<file path="config.mk">
export PLATFORM = sky130hd
export DESIGN_NAME = i3c_timer_bank
export DESIGN_NICKNAME = d
export VERILOG_FILES = /design/src/rtl/i3c_timer_bank.sv
export SDC_FILE = /design/constraint.sdc
export NUM_CORES = 1
export LEC_CHECK = 0
export BUFFER_PORTS_ARGS = -buffer_cell sky130_fd_sc_hd__buf_4
export CORE_ASPECT_RATIO = 1.4
export CORE_MARGIN = 5
export CORE_UTILIZATION = 32
export CTS_CLUSTER_DIAMETER = 40
export DETAILED_ROUTE_END_ITERATION = 6
export PLACE_DENSITY = 0.49
export SKIP_CTS_REPAIR_TIMING = 1
export SYNTH_ARGS = -nofsm -noshare
export SYNTH_HDL_FRONTEND = slang
export SYNTH_SLANG_ARGS = --single-unit
</file>
<file path="constraint.sdc">
create_clock -name clk -period 1.85 [get_ports clk]
set_input_delay 0.37 -clock clk [delete_from_list [all_inputs] [get_ports clk]]
set_output_delay 0.37 -clock clk [all_outputs]
set_load 0.05 [all_outputs]
</file>
<file path="src/rtl/i3c_timer_bank.sv">
// Bank of NUM_CH independent down-counting timers sharing one tick source.
// Optional shared tick prescaler is built when I3C_TIMER_PRESCALER_EN is defined.
//
// state | meaning
// IDLE  | channel stopped, counter frozen, busy_o=0
// RUN   | channel counting down on enabled ticks, busy_o=1
module i3c_timer_bank #(
    parameter int NUM_CH  = 4,
    parameter int CNTR_W  = 16,
    parameter int PRESC_W = 8
) (
    input  logic                       clk,
    input  logic                       rst,
    input  logic [NUM_CH-1:0]          load_i,
    input  logic [NUM_CH*CNTR_W-1:0]   init_value_i,
    input  logic [NUM_CH-1:0]          mode_i,
    input  logic [NUM_CH-1:0]          enable_i,
    input  logic [NUM_CH-1:0]          stop_i,
`ifdef I3C_TIMER_PRESCALER_EN
    input  logic [PRESC_W-1:0]         prescale_i,
`endif
    output logic [NUM_CH-1:0]          busy_o,
    output logic [NUM_CH-1:0]          done_o,
    output logic [NUM_CH*CNTR_W-1:0]   cnt_o
);

    typedef enum logic {IDLE = 1'b0, RUN = 1'b1} state_e;

    if (NUM_CH < 1 || NUM_CH > 16 || CNTR_W < 2 || CNTR_W > 32 || PRESC_W < 1) begin : g_bad_param
        $error("i3c_timer_bank: parameter out of range");
    end

    state_e                         state_q [NUM_CH];
    state_e                         state_d [NUM_CH];
    logic [NUM_CH-1:0][CNTR_W-1:0]  cnt_q, cnt_d;
    logic [NUM_CH-1:0][CNTR_W-1:0]  rel_q, rel_d;
    logic [NUM_CH-1:0]              mode_q, mode_d;
    logic [NUM_CH-1:0]              done_q, done_d;
    logic                           tick;

`ifdef I3C_TIMER_PRESCALER_EN
    logic [PRESC_W-1:0] presc_q, presc_d;

    // >= keeps the prescaler bounded if prescale_i is lowered mid-count
    always_comb begin
        tick    = (presc_q == prescale_i);
        presc_d = (presc_q >= prescale_i) ? '0 : presc_q + 1'b1;
    end

    always_ff @(posedge clk) begin
        if (rst) presc_q <= '0;
        else     presc_q <= presc_d;
    end
`else
    assign tick = 1'b1;
`endif

    always_comb begin
        cnt_d  = cnt_q;
        rel_d  = rel_q;
        mode_d = mode_q;
        done_d = '0;
        for (int c = 0; c < NUM_CH; c++) begin
            state_d[c] = state_q[c];
            if (load_i[c]) begin
                cnt_d[c]   = init_value_i[c*CNTR_W +: CNTR_W];
                rel_d[c]   = init_value_i[c*CNTR_W +: CNTR_W];
                mode_d[c]  = mode_i[c];
                state_d[c] = RUN;
            end else if (stop_i[c]) begin
                state_d[c] = IDLE;
            end else if (state_q[c] == RUN && tick && enable_i[c]) begin
                if (cnt_q[c] != '0) begin
                    cnt_d[c] = cnt_q[c] - 1'b1;
                end else begin
                    done_d[c] = 1'b1;
                    if (mode_q[c]) cnt_d[c] = rel_q[c];
                    else           state_d[c] = IDLE;
                end
            end
        end
    end

    always_ff @(posedge clk) begin
        if (rst) begin
            for (int c = 0; c < NUM_CH; c++) state_q[c] <= IDLE;
            cnt_q  <= '0;
            rel_q  <= '0;
            mode_q <= '0;
            done_q <= '0;
        end else begin
            for (int c = 0; c < NUM_CH; c++) state_q[c] <= state_d[c];
            cnt_q  <= cnt_d;
            rel_q  <= rel_d;
            mode_q <= mode_d;
            done_q <= done_d;
        end
    end

    always_comb begin
        busy_o = '0;
        for (int c = 0; c < NUM_CH; c++) busy_o[c] = (state_q[c] == RUN);
    end

    assign done_o = done_q;
    assign cnt_o  = cnt_q;

endmodule

</file>
==> qor.yml <==
outcome:
  status: "complete, but fails checks"
  violations: "setup timing"
timing:
  report.final.slew_viol_count: 0
  hold_viol_final: 0
  period_share: 1.09
  fin_worst_skew_ns: 0.00788
  grt_setup_unrepaired: "true"
  worst_pin_slew_ns: 0.663
  slew_headroom: 0.558
  max_freq_mhz: 494
  finalSetupTns_ns: -2.01
  period_needed_ns: 2.02
  finalSetupViolations: 31
  fin_ws_ns: -0.174
final_layout:
  nNetsFinal: 1306
  drive_gt1_frac: 0.431
  syn_to_final_growth_pct: 53.3
  diodes: 0
synth:
  syn_inst: 931
  async_flop_share: 0
  ys_seq_elements: 140
  avgSynthCellArea_um2: 8.12
  synth_cell_types: 72
  synth_nets: 1021
  ys_warn_count: 0
  yosysSeqAreaShare: 0.371
  netlist_area_mm2: 0.00756
  synth_edf_count: 0
  synth_flop_cell: "dfxtp_1"
placed_design:
  post-place-ws_ns: -0.237
  dp.final_hpwl_um: 19400
  port_buffers: 153
  gp_congestion: 0.862
drt:
  wl_um: 26300
  postRouteAntennaNets: 0
  routed-via-count: 8028
  drc: 0
  dr.pass1.iters: 4
  dr.first_iter.drc_count: 342
  wire_per_inst_um: 17.1
  vias_per_cell: 5.23
grt:
  antenna_found_initial: 0
  grt_max_degree: 57
  track_usage: 0.189
  grt_first_pass_wirelength_um: 41100
  grt_pass1_vias: 7860
  grt-ovfl-total: 0
power:
  power_density_mw_per_mm2: 844
  total_power_mw: 9.78
  leakagePower_nw: 4.80
  ir_worst_vdd_uv: 661
critical_path:
  r2r-start: "cnt_o[38]"
  r2r-end: "cnt_o[46]"
  cp_max_fo: 5
  cp-start-kind: "flop"
  reg2reg_depth: 7
  end_kind: "flop"
  crit_arrival_ns: 2.30
  r2r_slack_ns: -0.17
  crit_type: "flop to flop"
  required_ns: 2.13
floorplanning:
  ios: 154
  initial_core_util: 0.325
  die_x_um: 140
  die_height_um: 192
  dieArea_mm2: 0.0268
  rows: 66
  core_area_mm2: 0.0233
clock_network:
  cts_max_path_buffers: 2
  cts_root_buf: "clkbuf_16"
  cts_sinks: 140
  cts_tree: "built"
  numCtsBuffers: 17
  clk_pin_slew_ns: 0.06
  clk_latency_ns: 0.43
  cts-htree-levels: 4
worst_hold_path:
  hp-class: "input port to flop"
  holdPathStages: 3
  worstHoldEndpoint: "mode_q[3]"
  hp-start: "mode_i[3]"
flow_run:
  maxCapViolCount: 0
==> sequential cells by signal, indices dropped and copies added (netlist names) <==
register and cells:
rel_q 64, state_q 4, mode_q 4, cnt_o 64, done_o 4
==> through the flow <==
step | cells | area, um^2 | util | hold WS, ns
finish | 1534 | 11600 | 0.498 | 0.184
floorplan | 931 | 7970 | - | 0.440
detailed placement | 1484 | 10400 | 0.446 | 0.453
global route | 1534 | 11600 | 0.498 | 0.162
global placement | 1484 | 10400 | 0.446 | 0.448
CTS | 1515 | 10900 | 0.470 | 0.166
==> logic make-up (layout without fill, tap and decap cells) <==
| family | after synthesis | after routing | share of synthesized area |
|---|---|---|---|
| flip-flops | 140 | 140 | 0.371 |
| multiplexers | 23 | 23 | 0.0308 |
| adder cells (fa/ha/maj) | 8 | 8 | 0.0132 |
| AO/OA/AOI/OAI | 253 | 254 | 0.231 |
| buffers and inverters | 95 | 391 | 0.0546 |
| XOR/XNOR | 30 | 30 | 0.0348 |
| AND/OR/NAND/NOR | 382 | 382 | 0.265 |
==> cell usage in the layout, fill, tap and decap left out, types with 6 or more instances in the layout <==
cell type,count
nor4_4,14
o21ai_1,9
nor4_1,9
a211o_1,15
nand2b_1,30
a221oi_1,6
or3_1,7
nand3b_1,9
a311oi_2,10
o211ai_1,10
a311oi_1,14
nand2_1,103
buf_4,303
mux2i_1,21
nand4_1,13
o21ai_0,15
xnor2_1,13
dfxtp_2,29
o31ai_1,7
dfxtp_4,19
buf_6,22
nor2_1,101
nor2_2,6
a211oi_1,13
clkinv_2,7
nor3_1,15
xor2_1,17
o22ai_1,7
a21oi_1,73
a221oi_2,6
buf_12,6
clkbuf_16,20
dfxtp_1,92
inv_1,18
nand3_1,15
or4_4,6
==> critical path: stages, from the launching register on <==
cell	delay [ns]
dfxtp_4	0.35
or4_4	0.56
nor4_4	0.30
buf_4	0.20
a21oi_4	0.10
buf_6	0.14
o221ai_2	0.14
o22ai_1	0.10
==> cell usage after synthesis, types with 5 or more instances <==
library cell | n | share of area
a211o_1 | 15 | 0.017
a211oi_1 | 16 | 0.016
a21o_1 | 5 | 0.0050
a21oi_1 | 80 | 0.053
a221oi_1 | 11 | 0.013
a311oi_1 | 22 | 0.025
buf_1 | 5 | 0.0025
buf_2 | 6 | 0.0040
buf_4 | 5 | 0.0050
clkbuf_1 | 48 | 0.024
dfxtp_1 | 140 | 0.37
ha_1 | 8 | 0.013
inv_1 | 26 | 0.013
mux2i_1 | 21 | 0.028
nand2_1 | 106 | 0.053
nand2b_1 | 30 | 0.025
nand3_1 | 16 | 0.011
nand3b_1 | 9 | 0.0089
nand4_1 | 13 | 0.011
nand4b_1 | 5 | 0.0058
nor2_1 | 110 | 0.055
nor3_1 | 19 | 0.013
nor3b_1 | 6 | 0.0060
nor4_1 | 16 | 0.013
nor4_4 | 5 | 0.014
o211ai_1 | 10 | 0.0099
o21ai_0 | 24 | 0.016
o221ai_1 | 5 | 0.0058
o22ai_1 | 7 | 0.0058
o31ai_1 | 11 | 0.011
o32ai_1 | 7 | 0.0081
or3_1 | 8 | 0.0066
or4_1 | 5 | 0.0050
xnor2_1 | 13 | 0.015
xor2_1 | 17 | 0.020
==> routing by layer <==
layer	vias up	track usage	share of wire
li1	3999	-	-
met1	3861	0.228	0.43
met2	140	0.337	0.52
met3	28	0.0396	0.036
met4	0	0.0574	0.017
met5	-	0	0
==> report_power, final <==
group	internal (mW)	leakage [nW]	total [mW]	switching (mW)
clock network	1.96	0.285	3.28	1.33
registers	3.23	1.18	3.40	0.171
logic	1.39	3.34	3.09	1.71
total	6.58	4.80	9.78	3.20
==> worst max path at each step <==
stage / startpoint / to / slack (ns) / cells past startpoint
CTS: cnt_o[32] / cnt_o[33] / -0.26 / 7
global route: cnt_o[38] / cnt_o[33] / -0.24 / 7
detailed placement: cnt_o[32] / cnt_o[33] / -0.24 / 7
global placement: cnt_o[32] / cnt_o[34] / -0.21 / 7
floorplan: cnt_o[4] / cnt_o[10] / -0.15 / 7
finish: cnt_o[38] / cnt_o[46] / -0.17 / 7
==> area by class of cell <==
cell class / instances / area, um^2
fillers: 2315 / 11700
multi-input cells: 697 / 4940
flip-flops and latches: 140 / 2910
repair buffers: 333 / 2680
clock buffers: 24 / 524
well taps: 306 / 383
inverters: 27 / 111
clock inverters: 7 / 35.0
No activity file was read; power rests on OpenSTA's default activity.
